$ cat src/rtl/imem_loader.sv
// imem_loader: assembles an MSB-first byte stream into 32-bit instruction-memory writes while holding the CPU.
// Optional trailing XOR checksum byte enabled by defining IMEM_LOADER_CHECKSUM_EN.
module imem_loader #(
   parameter logic [31:0] BASE_ADDR = 32'h0000_0000
) (
   input  logic        clk,
   input  logic        reset,
   input  logic        start,
   input  logic [7:0]  word_count,
   input  logic        rx_valid,
   input  logic [7:0]  rx_data,
   output logic        rx_ready,
   output logic        we,
   output logic [31:0] waddr,
   output logic [31:0] wdata,
   output logic        cpu_hold,
   output logic        busy,
   output logic        done,
   output logic        err
);
   typedef enum logic [2:0] {IDLE, RECV, WRITE, CHECK, DONE} state_t;
   state_t      r_state;
   logic [23:0] r_shift;
   logic [1:0]  r_bytes;
   logic [7:0]  r_words;
   logic [7:0]  r_count;
   logic [31:0] r_addr;
   logic        w_take;
   assign w_take = rx_valid && rx_ready;
`ifdef IMEM_LOADER_CHECKSUM_EN
   logic [7:0] r_csum;
   logic       r_err;
   assign err = r_err;
`else
   assign err = 1'b0;
`endif
   // waddr/wdata are output copies loaded only on entry to WRITE; r_addr is the running pointer
   always_ff @(posedge clk) begin
      if (reset) begin
         r_state  <= IDLE;
         rx_ready <= 1'b0;
         we       <= 1'b0;
         waddr    <= BASE_ADDR;
         wdata    <= 32'd0;
         cpu_hold <= 1'b0;
         busy     <= 1'b0;
         done     <= 1'b0;
         r_shift  <= 24'd0;
         r_bytes  <= 2'd0;
         r_words  <= 8'd0;
         r_count  <= 8'd0;
         r_addr   <= BASE_ADDR;
`ifdef IMEM_LOADER_CHECKSUM_EN
         r_csum   <= 8'd0;
         r_err    <= 1'b0;
`endif
      end else begin
         we   <= 1'b0;
         done <= 1'b0;
         case (r_state)
            IDLE: if (start) begin
               cpu_hold <= 1'b1;
               busy     <= 1'b1;
               r_addr   <= BASE_ADDR;
               r_bytes  <= 2'd0;
               r_words  <= 8'd0;
               r_count  <= word_count;
`ifdef IMEM_LOADER_CHECKSUM_EN
               r_csum   <= 8'd0;
               r_err    <= 1'b0;
`endif
               if (word_count != 8'd0) begin
                  r_state  <= RECV;
                  rx_ready <= 1'b1;
               end else begin
                  r_state <= DONE;
                  done    <= 1'b1;
               end
            end
            RECV: if (w_take) begin
               r_bytes <= r_bytes + 2'd1;
               r_shift <= {r_shift[15:0], rx_data};
`ifdef IMEM_LOADER_CHECKSUM_EN
               r_csum  <= r_csum ^ rx_data;
`endif
               if (r_bytes == 2'd3) begin
                  wdata    <= {r_shift, rx_data};
                  waddr    <= r_addr;
                  we       <= 1'b1;
                  rx_ready <= 1'b0;
                  r_state  <= WRITE;
               end
            end
            WRITE: begin
               r_addr  <= r_addr + 32'd4;
               r_words <= r_words + 8'd1;
               if (r_words + 8'd1 < r_count) begin
                  r_state  <= RECV;
                  rx_ready <= 1'b1;
               end else begin
`ifdef IMEM_LOADER_CHECKSUM_EN
                  r_state  <= CHECK;
                  rx_ready <= 1'b1;
`else
                  r_state <= DONE;
                  done    <= 1'b1;
`endif
               end
            end
`ifdef IMEM_LOADER_CHECKSUM_EN
            CHECK: if (w_take) begin
               r_err    <= rx_data != r_csum;
               rx_ready <= 1'b0;
               r_state  <= DONE;
               done     <= 1'b1;
            end
`endif
            DONE: begin
               r_state  <= IDLE;
               cpu_hold <= 1'b0;
               busy     <= 1'b0;
            end
            default: r_state <= IDLE;
         endcase
      end
   end
endmodule

$ cat config.mk
export PLATFORM = sky130hd
export DESIGN_NAME = imem_loader
export DESIGN_NICKNAME = d
export VERILOG_FILES = /design/src/rtl/imem_loader.sv
export SDC_FILE = /design/constraint.sdc
export NUM_CORES = 1
export LEC_CHECK = 0
export ABC_AREA = 1
export CAP_MARGIN = 40
export CORE_MARGIN = 2
export CORE_UTILIZATION = 54
export CTS_BUF_LIST = sky130_fd_sc_hd__clkbuf_8 sky130_fd_sc_hd__clkbuf_16
export CTS_CLUSTER_SIZE = 8
export DETAILED_ROUTE_END_ITERATION = 10
export PLACE_DENSITY_LB_ADDON = 0.2
export RECOVER_POWER = 100
export SLEW_MARGIN = 30
export SYNTH_ARGS = -nofsm -noshare
export SYNTH_HDL_FRONTEND = slang
export SYNTH_SLANG_ARGS = --single-unit
$ cat constraint.sdc
create_clock -name clk -period 2.1 [get_ports clk]
set_input_delay 0.42 -clock clk [delete_from_list [all_inputs] [get_ports clk]]
set_output_delay 0.42 -clock clk [all_outputs]
set_load 0.005 [all_outputs]
# Yosys cells after proc, flatten, opt, wreduce, memory -nomap -nowiden
# Index checks and enable logic that the tools add are counted.
# word_totals
reg_bits	145
inputBits	20
out_inout_bits	70
word_cells	69
# op_classes
addsub	3
n_lt_le_gt_ge	1
n_eq_ne	9
n_mux	26
n_bitwise	2
reduce_logical	16
# op_table
operator	n
$pmux W32 S2	1
$add A32 B3 Y32 const B	1
$mux W32	1
$pmux W8 S2	1
$mux W3	5
$mux W1	10
$ne A2 B2 Y1 const B	5
$pmux W3 S3	1
$reduce_and A3 Y1	3
$add A8 B1 Y8 const B	1
$lt A8 B8 Y1	1
$mux W8	1
$reduce_and A2 Y1	4
$reduce_bool A8 Y1	1
$reduce_and A6 Y1	1
$reduce_bool A2 Y1	3
$mux W2	2
$pmux W1 S2	2
$pmux W2 S2	1
$eq A3 B1 Y1 const B	1
$eq A3 B2 Y1 const B	1
$eq A3 B3 Y1 const B	1
$logic_not A3 Y1	1
$pmux W1 S3	1
6 further kinds	7

# Logic depth before layout (Yosys ltp)
# Gate-level depths: netlist of run 1.
# logic_depth
depth_word	4
depth_mapped	13
ltp_nobuf	13

# Worst setup path after synthesis of run 1
# No wires, ideal clock.
# synth_path
path_kind	register to register
from	register r_words[2]
to	register rx_ready
setup_ns	0.070
t_arrival_ns	1.869
required_time_ns	2.030
path_slack_ns	0.161
stages_incl_launch_ff	13
n_path_buf	0
period_less_slack_ns	1.939
path_cell_list	dfxtp_1 -> nand3_1 -> or2_2 -> inv_1 -> nand2_1 -> and2_1 -> ha_1 -> a21oi_1 -> o21a_1 -> nand2_1 -> nand2_1 -> nand3_1 -> a21oi_1
# synth_between
elab_chain_cells	4
# synth_lines
element	line_no	text
start, declared	25	logic [7:0] r_words;
start signal, assigned	96	r_words <= r_words + 8'd1;
$add A8 B1 Y8	97	if (r_words + 8'd1 < r_count) begin
$lt A8 B8 Y1	97	
$ne A2 B2 Y1 (no line)	n/a	
$reduce_and A6 Y1 (no line)	n/a	
end signal, assigned	74	rx_ready <= 1'b1;
end signal, assigned	90	rx_ready <= 1'b0;
end signal, assigned	99	rx_ready <= 1'b1;
end, declared	12	output logic rx_ready,
# No other way between the ends.
# A chain may end at the register's enable or synchronous reset.

# Final worst setup path of run 1
# layout_path
from	register r_words[5]
to	register rx_ready
# The elaborated chain is that of the path after synthesis.

==> results of run 1 <==
state kept, by name, indices dropped and copies added (netlist names):
name / flops
r_state: 3
wdata: 32
we: 1
done: 1
busy: 1
r_bytes: 2
waddr: 30
rx_ready: 1
r_count: 8
r_addr: 30
r_shift: 24
r_words: 8
area by class of cell:
type | count | share of cell area [%]
multi-input combinational | 537 | 34.5
sequential | 141 | 37.5
inverter | 72 | 3.61
tap | 140 | 2.32
clock buffer | 19 | 5.85
clock inverter | 12 | 2.57
timing repair buffer | 103 | 13.7
stage by stage:
| stage | hold slack (ns) | setup slack, ns | area (µm²) |
|---|---|---|---|
| after global routing | 0.486 | -0.0456 | 7550 |
| final | 0.458 | 0.0782 | 7550 |
| after global placement | 0.447 | 0.0721 | 6890 |
| after detailed placement | 0.452 | 0.00212 | 6890 |
| after CTS | 0.462 | 0.0157 | 7540 |
| after floorplan | 0.433 | 0.161 | 5870 |
power breakdown:
group | total (µW) | switching [µW] | internal (µW)
combinational | 447 | 290 | 157
clock | 3210 | 1110 | 2100
sequential | 2780 | 36.9 | 2750
total | 6440 | 1440 | 5000
worst max-delay path, cell delays in order, from the launching register on:
cell     delay, ns
dfxtp_2       0.34
nand4_1       0.10
or2_4         0.12
inv_2         0.03
or2_2         0.28
and2_4        0.15
ha_4          0.21
a21oi_2       0.14
o21a_1        0.19
nand2_2       0.09
nand2_2       0.09
nand3_1       0.07
a21oi_1       0.13
kinds of logic (layout without fill, tap and decap cells):
group / count (synthesis) / count (layout) / share of synthesized area, %
buf+inv: 112 / 206 / 8.07
fa+ha+maj: 10 / 10 / 2.13
compound gates: 209 / 209 / 18.4
flops: 141 / 141 / 48.2
xor+xnor: 5 / 5 / 0.747
other cells: 1 / 3 / 0.0640
simple gates: 310 / 310 / 22.4
what timing repair did:
action                                  CTS  global route
endpoints found under the setup margin    4             4
buffers inserted                          0             0
pin swaps                                 0             5
gates cloned                              0             0
resized for setup                         5            13
placed cells by master (no fill, tap or decap), types with 4 or more instances in the layout:
cell type / n
nand2_1: 140
a21oi_1: 84
nand3_1: 32
inv_2: 5
nor3_1: 4
clkbuf_16: 16
bufinv_16: 5
dfxtp_1: 137
o21ai_0: 107
buf_12: 4
a211oi_1: 5
xor2_1: 4
clkdlybuf4s50_1: 19
buf_4: 9
dlygate4sd3_1: 67
inv_1: 67
ha_1: 8
nor2_1: 115
o21ai_1: 4
worst paths after layout:
path,startpoint,to,slack [ns],cells past startpoint
setup / recovery,r_words[5]$_SDFFE_PP0P_,rx_ready$_SDFFE_PP0P_,0.08,12
hold / removal,r_count[3]$_SDFFE_PP0P_,r_count[3]$_SDFFE_PP0P_,0.46,2
setup reg to reg,r_words[5]$_SDFFE_PP0P_,rx_ready$_SDFFE_PP0P_,0.08,12
hold reg to reg,r_count[3]$_SDFFE_PP0P_,r_count[3]$_SDFFE_PP0P_,0.46,2
metal layers:
| metal | GRT usage (%) | wire [µm] | vias up |
|---|---|---|---|
| met5 | 0 | 0 | - |
| met4 | 10.3 | 265 | 0 |
| met3 | 6.15 | 790 | 24 |
| met2 | 42.4 | 6900 | 156 |
| met1 | 33.1 | 6560 | 2435 |
| li1 | - | - | 2722 |
==> impl_results.md, run 1 <==
- Outcome: completed
- Min-delay worst type: reg2reg
- Max-slew violation count: 0
- Maximum vdd drop: 550 µV
- Flops & latches, synth: 141
- Cell types with the highest counts after synthesis: nand2_1, dfxtp_1, nor2_1, o21ai_0, a21oi_1
- Post-synth EDFFs: 0
- Die width: 108 µm
- Data required time of the worst path: 2.55 ns
- Total negative slack: 0 ns
- All-Layer GR Usage: 25.9%
- Mapped Cells: 788
- Core area: 10700 µm²
- Crit path kind: reg2reg
- Clock-pin slew on the worst setup and hold paths: 0.06 ns
- YS warnings: 0
- Sequential cell area fraction in the yosys report: 48.2%
- Synth area leader: dfxtp_1
- DRT antenna net count: 0
- CTS root buf: clkbuf_8
- Die Ht: 108 µm
- Vias in the first global route: 5102
- Post-route DRC: 0
- Area of the multi-input gates: 2610 µm²
- Clk sink count: 141
- Die area: 11700 µm²
- CTS tree: done
- Average cell area after synthesis: 7.44 µm²
- Count of boundary I/O pins: 90
- Antenna diodes: 0
- Layout net count: 902
- Max FO, Critical Path: 4
- Post-synth cell types: 39
- Global-route wire length before repair: 23900 µm
- Largest net degree at the start of global routing: 69
- DR vias: 5337
- Starting DRT DRC Count: 265
- Starting Density: 54.8%
- PortBufs: 86
- Count leader, synth: nand2_1
- Clk_lat worst skew: 0.52 ns
- Gr ovfl total: 0
- PwrDens: 852 nW/µm²
- Rows: 38
- Max Freq: 495 MHz
- Asr flop ratio synth: 0%
- GP Congestion: 0.854
- CP startpoint kind: register
- Finish-stage setup viols: 0
- Post-Place Cells: 993
- WL per Instance: 14.2 µm
- P&R area growth vs syn: 28.9%
- Final core utilization: 70.6%
- Hpwl dp: 9480 µm
- Post-Syn Area: 5860 µm²
- Deepest clock path buffer count: 2
- Sequential Area: 2830 µm²
- DR pass1 iterations: 5
- Overall power: 6440 µW
- Top_reg_cell synth: dfxtp_1
- Top cell type's share of synthesized area: 48.2%
- Period utilisation layout: 96.3%
- Number of clock buffers inserted by TritonCTS: 17
- CTS Hold Bufs: 0
- Worst-margin pin slew: 0.576 ns
- Tmin final: 2.02 ns
- Skew final: 0.00625 ns
- CP arrival: 2.47 ns
- Fraction of layout cells with a size suffix above 1: 8.48%
- Initial antenna violation count: 0
- Final WL: 14500 µm
- DR vias/cell: 5.21
- Max-slew headroom: 61.6%
- CTS H-tree depth: 4
- Max cap viols: 0
- Synth top area cells: dfxtp_1, nand2_1, o21ai_0, nor2_1, a21oi_1
- Leak Pwr: 0.00325 µW
- Final cell count without fillers: 1024
- Fillers: 856
- Crit. End Element: register
- Final Hold Viols: 0
Power figures use the tool's default switching activity.
==> run 2, diff against run 1 <==
==> constraint.sdc (replaced) <==
create_clock -name clk -period 2.1 [get_ports clk]
set_input_delay 0.42 -clock clk [delete_from_list [all_inputs] [get_ports clk]]
set_output_delay 0.42 -clock clk [all_outputs]
set_load 0.05 [all_outputs]
==> run 2 against run 1 <==
Core utilization decreased by 3.1 points. Count of clock-buffer cells in the layout did not move. Fmax fell by 1.6%. Via count up 0.92%. Routed wire length increased by 0.26%. Clock skew up 0.0023 ns. Critical path type is now reg2out. Clock power is essentially flat. Non-clock buffer count is the same.
==> impl_results.md, run 2 (synthesis gave the netlist of run 1 again) <==
- Crit path capture: done
- Crit-path max cell delay: 0.79 ns (+0.45 ns)
- Fraction of layout cells with a size suffix above 1: 7.92% (-0.57 points)
- Met3 wire length: 779 µm (-1.4%)
- Worst-margin pin slew: 0.630 ns (+0.0541 ns)
- Largest net degree at the start of global routing: 69 (unchanged)
- Worst flop-to-flop path startpoint: r_words[0]$_SDFFE_PP0P_
- Post-route DRC: 0 (unchanged)
- WL per Instance: 14.2 µm (+0.26%)
- Deepest clock path buffer count: 2 (unchanged)
- Crit. End Element: output port
- Finish-stage setup viols: 0 (unchanged)
- Gr ovfl total: 0 (unchanged)
- Layout net count: 902 (unchanged)
- Starting DRT DRC Count: 290 (+9.4%)
- CTS tree: done
- Core area: 10700 µm² (unchanged)
- Clk sink count: 141 (unchanged)
- Max-slew headroom: 58.2% (-3.4 points)
- Most frequent cells in the layout: nand2_1, dfxtp_1, nor2_1
- Antenna diodes: 0 (unchanged)
- Tmin final: 2.05 ns (+0.0329 ns)
- PortBufs: 86 (unchanged)
- CTS Hold Bufs: 0 (unchanged)
- Metal-1 WL: 6580 µm (+0.24%)
- Buf+Inv Stages, Crit Path: 1 (unchanged)
- Die Ht: 108 µm (unchanged)
- DR pass1 iterations: 6 (+1)
- Hpwl dp: 9480 µm (unchanged)
- Top layer reached by signal wires: met4
- Crit-path leading delay family: buffers and inverters
- Die area: 11700 µm² (unchanged)
- Worst-path cell chain: clkdlybuf4s50_1
- Data required time of the worst path: 1.68 ns (-0.87 ns)
- Largest Register: wdata
- Worst setup startpoint: done$_SDFF_PP0_
- Reg2Reg Capture Point: rx_ready$_SDFFE_PP0P_
- RSZ-0062 raised after global routing: yes
- Rows: 38 (unchanged)
- Number of clock buffers inserted by TritonCTS: 17 (unchanged)
- Max-slew violation count: 0 (unchanged)
- P&R area growth vs syn: 23.3%
- Maximum vdd drop: 551 µV (+0.19%)
- Die width: 108 µm (unchanged)
- All-Layer GR Usage: 26.0% (+0.064 points)
- Skew final: 0.00859 ns (+0.00234 ns)
- Clk_lat worst skew: 0.52 ns (about the same)
- Count of boundary I/O pins: 90 (unchanged)
- Max cap viols: 0 (unchanged)
- DRT antenna net count: 0 (unchanged)
- Starting Density: 54.8% (unchanged)
- DR vias/cell: 5.26 (+0.92%)
- Crit path kind: reg2out
- Min-delay worst type: reg2reg
- CP startpoint kind: register
- Clock-pin slew on the worst setup and hold paths: 0.06 ns (about the same)
- Global-route wire length before repair: 24000 µm (+0.17%)
- Biggest registers after layout: wdata: 32 flops, r_addr: 30 flops, waddr: 30 flops
- Outcome: completed
- Vias in the first global route: 5102 (unchanged)
- Final hold slack: 0.457 ns (-0.000715 ns)
- DR vias: 5386 (+0.92%)
- CTS root buf: clkbuf_8
- PwrDens: 896 nW/µm² (+5.1%)
- Routed wl met2: 6940 µm (+0.55%)
- Most common cell after layout, fill and taps aside: nand2_1
- Max Freq: 487 MHz (-1.6%)
- Period utilisation layout: 97.8% (+1.6 points)
- GP Congestion: 0.854 (unchanged)
- Reg2Reg Depth: 12 (unchanged)
- Final WL: 14600 µm (+0.26%)
- Overall power: 6470 µW (+0.48%)
- Worst path depth: 1 (-11)
- Fillers: 930 (+8.6%)
- Initial antenna violation count: 0 (unchanged)
- CP arrival: 1.63 ns (-0.84 ns)
- Max FO, Critical Path: 1 (-3)
- Largest register FFs: 32 (unchanged)
- Final Hold Viols: 0 (unchanged)
- CTS H-tree depth: 4 (unchanged)
- Reg-to-reg slack, setup: 0.05 ns (-0.03 ns)
- Leak Pwr: 0.00301 µW (-7.4%)
- Slowest CP cell: clkdlybuf4s50_1
==> run 2: cell count changes in the layout (fill, tap and decap cells not counted), moves of 2 or more <==
cell | previous run | this run
nor2_8 | 3 | 1
o21ai_1 | 4 | 1
clkbuf_1 | 1 | 39
dlygate4sd3_1 | 67 | 0
nor2_1 | 115 | 119
clkdlybuf4s50_1 | 19 | 21
dlygate4sd2_1 | 0 | 27
o21ai_0 | 107 | 110
==> run 2: through the flow <==
stage	TNS, ns	setup slack (ns)	instance area, µm²	utilization, %	cells
after floorplan	0	0.161	5870	-	790
after global placement	0	0.0721	6890	64.4	993
after detailed placement	0	0.00212	6890	64.4	993
after CTS	0	0.000178	7510	70.2	1024
after global routing	-0.170	-0.0849	7220	67.5	1024
final	0	0.0454	7220	67.5	1024
==> run 2: worst min path at each step <==
stage,to,slack (ns),cells past startpoint,startpoint
2_1_floorplan,r_bytes[0]$_SDFFE_PP0P_,0.43,1,r_bytes[0]$_SDFFE_PP0P_
5_1_grt,r_count[3]$_SDFFE_PP0P_,0.49,2,r_count[3]$_SDFFE_PP0P_
4_1_cts,r_count[3]$_SDFFE_PP0P_,0.46,2,r_count[3]$_SDFFE_PP0P_
3_3_place_gp,r_bytes[0]$_SDFFE_PP0P_,0.45,1,r_bytes[0]$_SDFFE_PP0P_
6_report,r_count[3]$_SDFFE_PP0P_,0.46,2,r_count[3]$_SDFFE_PP0P_
3_5_place_dp,r_count[3]$_SDFFE_PP0P_,0.45,2,r_count[3]$_SDFFE_PP0P_
==> run 2: per-layer routing <==
layer,GRT usage (%),vias to the layer above
met5,0,-
met4,10.3,0
met3,6.15,26
met2,42.5,161
met1,33.1,2474
li1,-,2725
==> run 2: timing repair <==
action                                  4_1_cts  5_1_grt
setup buffers                                 0        0
pin swaps                                     0        3
endpoints found under the hold margin         0        0
endpoints found under the setup margin       31       42
gates resized for setup                      32       46
==> run 2: power by group <==
group	leakage, µW	internal [µW]	switching (µW)	total, µW
clock	0.000315	2100	1110	3210
sequential	0.00114	2750	36.9	2780
combinational	0.00155	150	325	475
==> run 2: cell type report <==
| cell class | instances | area, µm² | area share, % |
|---|---|---|---|
| multi-input combinational | 537 | 2560 | 35.5 |
| timing repair buffer | 103 | 747 | 10.3 |
| tap | 140 | 175 | 2.42 |
| clock buffer | 19 | 442 | 6.11 |
| sequential | 141 | 2830 | 39.2 |
| clock inverter | 12 | 194 | 2.68 |
| inverter | 72 | 273 | 3.78 |
